==> config.mk <==
export PLATFORM = sky130hd
export DESIGN_NAME = lru_access_sequencer
export DESIGN_NICKNAME = d
export VERILOG_FILES = /design/src/rtl/lru_access_sequencer.sv
export SDC_FILE = /design/constraint.sdc
export NUM_CORES = 1
export LEC_CHECK = 0
export ABC_AREA = 1
export CAP_MARGIN = 20
export CORE_AREA = 5 5 407 409
export CTS_CLUSTER_DIAMETER = 200
export CTS_CLUSTER_SIZE = 25
export DETAILED_ROUTE_END_ITERATION = 10
export DIE_AREA = 0 0 412 414
export GPL_ROUTABILITY_DRIVEN = 0
export GPL_TIMING_DRIVEN = 1
export PLACE_DENSITY_LB_ADDON = 0.12
export SLEW_MARGIN = 20
export SYNTH_ARGS = -nofsm -noshare
export SYNTH_HDL_FRONTEND = slang
export SYNTH_SLANG_ARGS = --single-unit
==> constraint.sdc <==
create_clock -name clk -period 4 [get_ports clk]
set_clock_uncertainty 0.05 [all_clocks]
set_input_delay 0.8 -clock clk [delete_from_list [all_inputs] [get_ports clk]]
set_output_delay 0.8 -clock clk [all_outputs]
set_load 0.03 [all_outputs]
==> src/rtl/lru_access_sequencer.sv <==
// -----------------------------------------------------------------------------
// lru_access_sequencer
//
// Routes every cache lookup through the LRU eviction-policy block. A hit pulses
// an age update for the accessed way. A miss first claims the lowest-index
// expired way as victim, then ages that victim as most-recent. Only one age
// update is ever in flight, and each update is bounded by TIMEOUT_CYCLES.
//
// Ports
//   clk                  in   rising-edge clock
//   reset_n              in   asynchronous active-low reset
//   req_valid/req_ready  in/out request handshake from cache control (ready in IDLE only)
//   req_miss             in   1 = miss (victim needed), 0 = hit
//   req_way              in   hit way index, ignored on miss
//   resp_valid/ready     out/in response handshake; response held until accepted
//   resp_way             out  echoed hit way or selected victim
//   resp_error           out  miss found no expired way
//   resp_timeout         out  age update did not complete in time
//   accessed_way         out  one-hot way to the policy, zero outside UPDATE
//   update_age           out  age update strobe to the policy
//   all_age_update_done  in   policy finished updating every way
//   eviction_target      in   policy expired-way vector
//   eviction_ready       in   OR of eviction_target
//
// Every output is a register or a pure decode of the state register, so there
// is no combinational path from any input to any output.
// -----------------------------------------------------------------------------
module lru_access_sequencer #(
    parameter  int NUM_WAYS       = 512,
    parameter  int TIMEOUT_CYCLES = 16,
    localparam int WAY_W          = $clog2(NUM_WAYS),
    localparam int CNT_W          = $clog2(TIMEOUT_CYCLES + 1)
) (
    input  logic                clk,
    input  logic                reset_n,
    input  logic                req_valid,
    output logic                req_ready,
    input  logic                req_miss,
    input  logic [WAY_W-1:0]    req_way,
    output logic                resp_valid,
    input  logic                resp_ready,
    output logic [WAY_W-1:0]    resp_way,
    output logic                resp_error,
    output logic                resp_timeout,
    output logic [NUM_WAYS-1:0] accessed_way,
    output logic                update_age,
    input  logic                all_age_update_done,
    input  logic [NUM_WAYS-1:0] eviction_target,
    input  logic                eviction_ready
);

    typedef enum logic [1:0] {
        IDLE   = 2'd0,
        SELECT = 2'd1,
        UPDATE = 2'd2,
        RESP   = 2'd3
    } seqState_e;

    // Counter value of the last cycle an update may wait before timing out.
    localparam logic [CNT_W-1:0] CNT_LAST = CNT_W'(TIMEOUT_CYCLES - 1);

    seqState_e        stateReg, stateNext;
    logic [WAY_W-1:0] wayReg, wayNext;
    logic [CNT_W-1:0] cntReg, cntNext;
    logic             errReg, errNext;
    logic             toReg, toNext;
    logic [WAY_W-1:0] lowestWay;

    // Priority encoder: scanning from the top down lets the lowest set bit
    // overwrite any higher one, so lowest index wins when several are expired.
    always_comb begin
        lowestWay = '0;
        for (int i = NUM_WAYS - 1; i >= 0; i--) begin
            if (eviction_target[i]) begin
                lowestWay = WAY_W'(i);
            end
        end
    end

    // NOTE: every signal written here gets a default first; a path that leaves
    // one unassigned would infer a latch.
    always_comb begin
        stateNext = stateReg;
        wayNext   = wayReg;
        cntNext   = cntReg;
        errNext   = errReg;
        toNext    = toReg;
        unique case (stateReg)
            IDLE: begin
                if (req_valid) begin
                    cntNext = '0;
                    errNext = 1'b0;
                    toNext  = 1'b0;
                    if (req_miss) begin
                        stateNext = SELECT;
                    end else begin
                        wayNext   = req_way;
                        stateNext = UPDATE;
                    end
                end
            end
            SELECT: begin
                if (eviction_ready) begin
                    wayNext   = lowestWay;
                    stateNext = UPDATE;
                end else begin
                    // No expired way: report the error and skip the age update.
                    errNext   = 1'b1;
                    wayNext   = '0;
                    stateNext = RESP;
                end
            end
            UPDATE: begin
                // Done is checked before the timeout so it wins a same-cycle tie.
                if (all_age_update_done) begin
                    stateNext = RESP;
                end else if (cntReg == CNT_LAST) begin
                    toNext    = 1'b1;
                    stateNext = RESP;
                end else begin
                    cntNext = cntReg + CNT_W'(1);
                end
            end
            RESP: begin
                if (resp_ready) begin
                    stateNext = IDLE;
                end
            end
            default: stateNext = IDLE;
        endcase
    end

    // NOTE: sequential state uses non-blocking assignments so every register
    // samples the pre-edge values regardless of statement order.
    always_ff @(posedge clk or negedge reset_n) begin
        if (!reset_n) begin
            stateReg <= IDLE;
            wayReg   <= '0;
            cntReg   <= '0;
            errReg   <= 1'b0;
            toReg    <= 1'b0;
        end else begin
            stateReg <= stateNext;
            wayReg   <= wayNext;
            cntReg   <= cntNext;
            errReg   <= errNext;
            toReg    <= toNext;
        end
    end

    // Output decode from registered state only.
    assign req_ready    = (stateReg == IDLE);
    assign resp_valid   = (stateReg == RESP);
    assign update_age   = (stateReg == UPDATE);
    assign accessed_way = (stateReg == UPDATE) ? (NUM_WAYS'(1) << wayReg) : '0;
    assign resp_way     = wayReg;
    assign resp_error   = errReg;
    assign resp_timeout = toReg;

endmodule

==> results.json <==
{
  "post-route-period-util_pct": 649,
  "yosys_warning_total": 0,
  "syn_avg_cell_area_um2": 4.63,
  "postRouteAntennaNets": 0,
  "drc_errors": 0,
  "cts_num_sinks": 18,
  "ys_top_cells_by_area": "nand2_1 27%, nor2_1 26%, bufinv_8 13%, inv_1 8.4%, nand4_1 6.9%",
  "pin_count": 1054,
  "number_of_max_slew_violations_in_the_final_report": 0,
  "timing.hold.worst.start": "cntReg[0]$_DFFE_PN0P_",
  "grt.overflow.total": 0,
  "vdd_drop_max_v": 0.000460,
  "worstSetupPathType": "input pin to flip-flop",
  "area.growth.synth_to_final_pct": 142,
  "worst_path_max_delay_cell": "buf_12",
  "timing.max_cap.violations": 0,
  "cts-htree-levels": 1,
  "grt_start_max_net_pins": 130,
  "clk_pin_slew_worst_paths_ns": 0.08,
  "fill_cells": 18600,
  "yosys.cell_types.count": 31,
  "detail_route.first_pass.iterations": 6,
  "timing.final.hold_violations": 0,
  "layoutNonFillerInstCount": 6756,
  "synth_top_cell_area_share_pct": 26.8,
  "count_leader_synth": "nand2_1",
  "insertion_delay_of_the_later_clocked_pin_in_the_worst_skew_pair_ns": 0.27,
  "path_max_fanout": 2,
  "fin_total_pwr_w": 0.00676,
  "synth.ff_latch_count": 18,
  "result_of_the_run": "complete, but fails checks",
  "hold-path-endpoint": "cntReg[0]$_DFFE_PN0P_",
  "cp_data_arrival_time_ns": 26.08,
  "hold_path.class": "flip-flop to flip-flop",
  "cp_most_frequent_cell": "nand2_1",
  "gr-usage-all-layers_pct": 17.0,
  "powerDensity_mw_per_mm2": 196,
  "cp_slowest_stage_delay_ns": 0.12,
  "max-clock-path-buffers": 2,
  "portBuffers": 1053,
  "cts_inserted_buffers": 3,
  "grt_setup_unrepaired": "true",
  "final_critical_path_setup_slack_ns": -21.97,
  "drive_above_1_share_pct": 29.7,
  "regArea_um2": 462,
  "hold_buffers": 0,
  "die_height_um": 414,
  "r2r_start": "stateReg[1]$_DFFE_PN0P_",
  "synth-async-reset-ratio_pct": 100,
  "synthTopCellsByCount": "1,017 x nand2_1, 983 x nor2_1, 321 x inv_1",
  "yosys_most_used_dff": "dfrtp_1",
  "post_synth_instance_area_mm2": 0.0143,
  "floorplan.initialDensity_pct": 8.82,
  "setup_violations": 5,
  "initialDrtViolationCount": 1628,
  "synth.net_count": 3614,
  "grt_pass1_vias": 23900,
  "crit_path_start_kind": "input pin",
  "wirelength_mm": 153,
  "tritoncts": "done",
  "synth-edff-count": 0,
  "antenna_found_initial": 53,
  "slew_headroom_pct": 41.9,
  "timing.rr.end": "resp_way[8]$_DFFE_PN0P_",
  "fp.dieArea_mm2": 0.171,
  "hold_depth": 1,
  "final_nets": 5099,
  "timing.final.crit_period_ns": 25.97,
  "power.leakage_nw": 16.2,
  "number_of_vias_per_cell": 3.60,
  "synth.largest_area_cell": "nand2_1",
  "critical_path_required_ns": 4.10,
  "failing_checks": "negative setup slack",
  "achievable-frequency_mhz": 38.5,
  "die-width_um": 412,
  "worst_r2r_path_depth": 13,
  "multi_input_area_mm2": 0.0102,
  "fin_hold_ws_ns": 0.465,
  "core_area_mm2": 0.162,
  "num_rows": 148,
  "place_hpwl_mm": 139,
  "final_core_util_pct": 21.4,
  "post_drt_wl_per_cell_um": 22.6,
  "synth.yosys.seq_area_share_pct": 3.16,
  "clock_tree.root_cell": "clkbuf_16",
  "endpoint_kind": "flip-flop",
  "number_of_standard_cells_after_synthesis": 3080,
  "reg2reg_setup_slack_ns": 1.01,
  "grt_pass1_wl_mm": 203,
  "setup_slack_at_placement_ns": -23.63,
  "timing_worst_slew_pin_value_ns": 0.869,
  "placed_cells": 6725,
  "num_vias": 24300
}
repair_timing:
| item | 4_1_cts | 5_1_grt |
|---|---|---|
| endpoints found under the hold margin | 0 | 0 |
| setup endpoints to repair | 5 | 10 |
| setup buffers | 6 | 9 |
| pin swaps | 44 | 53 |
| gates resized for setup | 101 | 164 |
area by class of cell:
type	count	area share, %
clock buffer	4	0.257
timing repair buffer	1622	50.6
tap	2175	7.88
antenna	17	0.123
sequential	18	1.34
multi-input combinational	2379	29.7
inverter	541	10.1
metal layers:
| metal | wire (um) | vias up | track usage (%) |
|---|---|---|---|
| met5 | 58 | - | 0 |
| met1 | 64300 | 11100 | 21.2 |
| li1 | - | 12200 | - |
| met2 | 73800 | 869 | 29.9 |
| met4 | 3240 | 10 | 2.87 |
| met3 | 11600 | 123 | 4.20 |
registers in the layout, indices dropped and copies added, names as in the netlist:
register / flops
resp_timeout: 1
resp_way: 9
stateReg: 2
resp_error: 1
cntReg: 5
worst max path at each step:
stage,from,endpoint,cells after the start
global route,eviction_target[510],resp_way[0]$_DFFE_PN0P_,515
finish,eviction_target[510],resp_way[0]$_DFFE_PN0P_,515
CTS,eviction_target[510],resp_way[0]$_DFFE_PN0P_,515
global placement,eviction_target[510],resp_way[0]$_DFFE_PN0P_,515
detailed placement,eviction_target[510],resp_way[0]$_DFFE_PN0P_,515
floorplan,eviction_target[510],resp_way[0]$_DFFE_PN0P_,513
logic make-up after synthesis:
family | after synthesis | synth area share, %
flops | 18 | 3.16
buf+inv | 683 | 28.3
simple gates | 2293 | 64.4
fa+ha+maj | 6 | 0.526
mux | 1 | 0.0702
compound gates | 79 | 3.57
cells in the final DEF (no fill, tap or decap), types with 7 or more instances in the layout:
| cell | netlist | routed |
|---|---|---|
| clkbuf_2 | 0 | 7 |
| inv_1 | 321 | 314 |
| buf_6 | 1 | 19 |
| buf_4 | 1 | 693 |
| bufinv_8 | 106 | 106 |
| nor2_1 | 983 | 938 |
| inv_2 | 111 | 115 |
| a31oi_1 | 20 | 14 |
| dfrtp_1 | 18 | 15 |
| nand4_1 | 158 | 158 |
| diode_2 | 0 | 17 |
| dlygate4sd2_1 | 0 | 8 |
| a22oi_1 | 7 | 7 |
| clkdlybuf4s50_1 | 0 | 557 |
| nand2_2 | 0 | 39 |
| nor2_2 | 0 | 33 |
| dlymetal6s2s_1 | 0 | 47 |
| buf_12 | 0 | 289 |
| nor2_4 | 0 | 12 |
| o21bai_1 | 17 | 13 |
| a21oi_1 | 14 | 13 |
| nand2_1 | 1017 | 973 |
| nand3_1 | 122 | 122 |
worst max-delay path, delay by kind of cell:
family	cells	cell delay [ns]
and+or+nand+nor	511	24.91
buffers and inverters	3	0.22
AOI/OAI and AO/OA	1	0.05
power by group:
part           leakage [nW]  switching, W  internal (W)
Sequential            0.214      0.000187      0.000273
Combinational          15.9       0.00394       0.00210
Clock                0.0443      0.000105      0.000154
Total                  16.2       0.00424       0.00252
per-stage QoR:
stage,setup TNS [ns],cell area (um^2)
after detailed placement,-48.86,33800
after global routing,-53.56,34500
after floorplan,-30.97,14300
after CTS,-45.33,34100
final,-42.23,34500
after global placement,-49.15,33800
No activity file was read; power rests on OpenSTA's default activity.
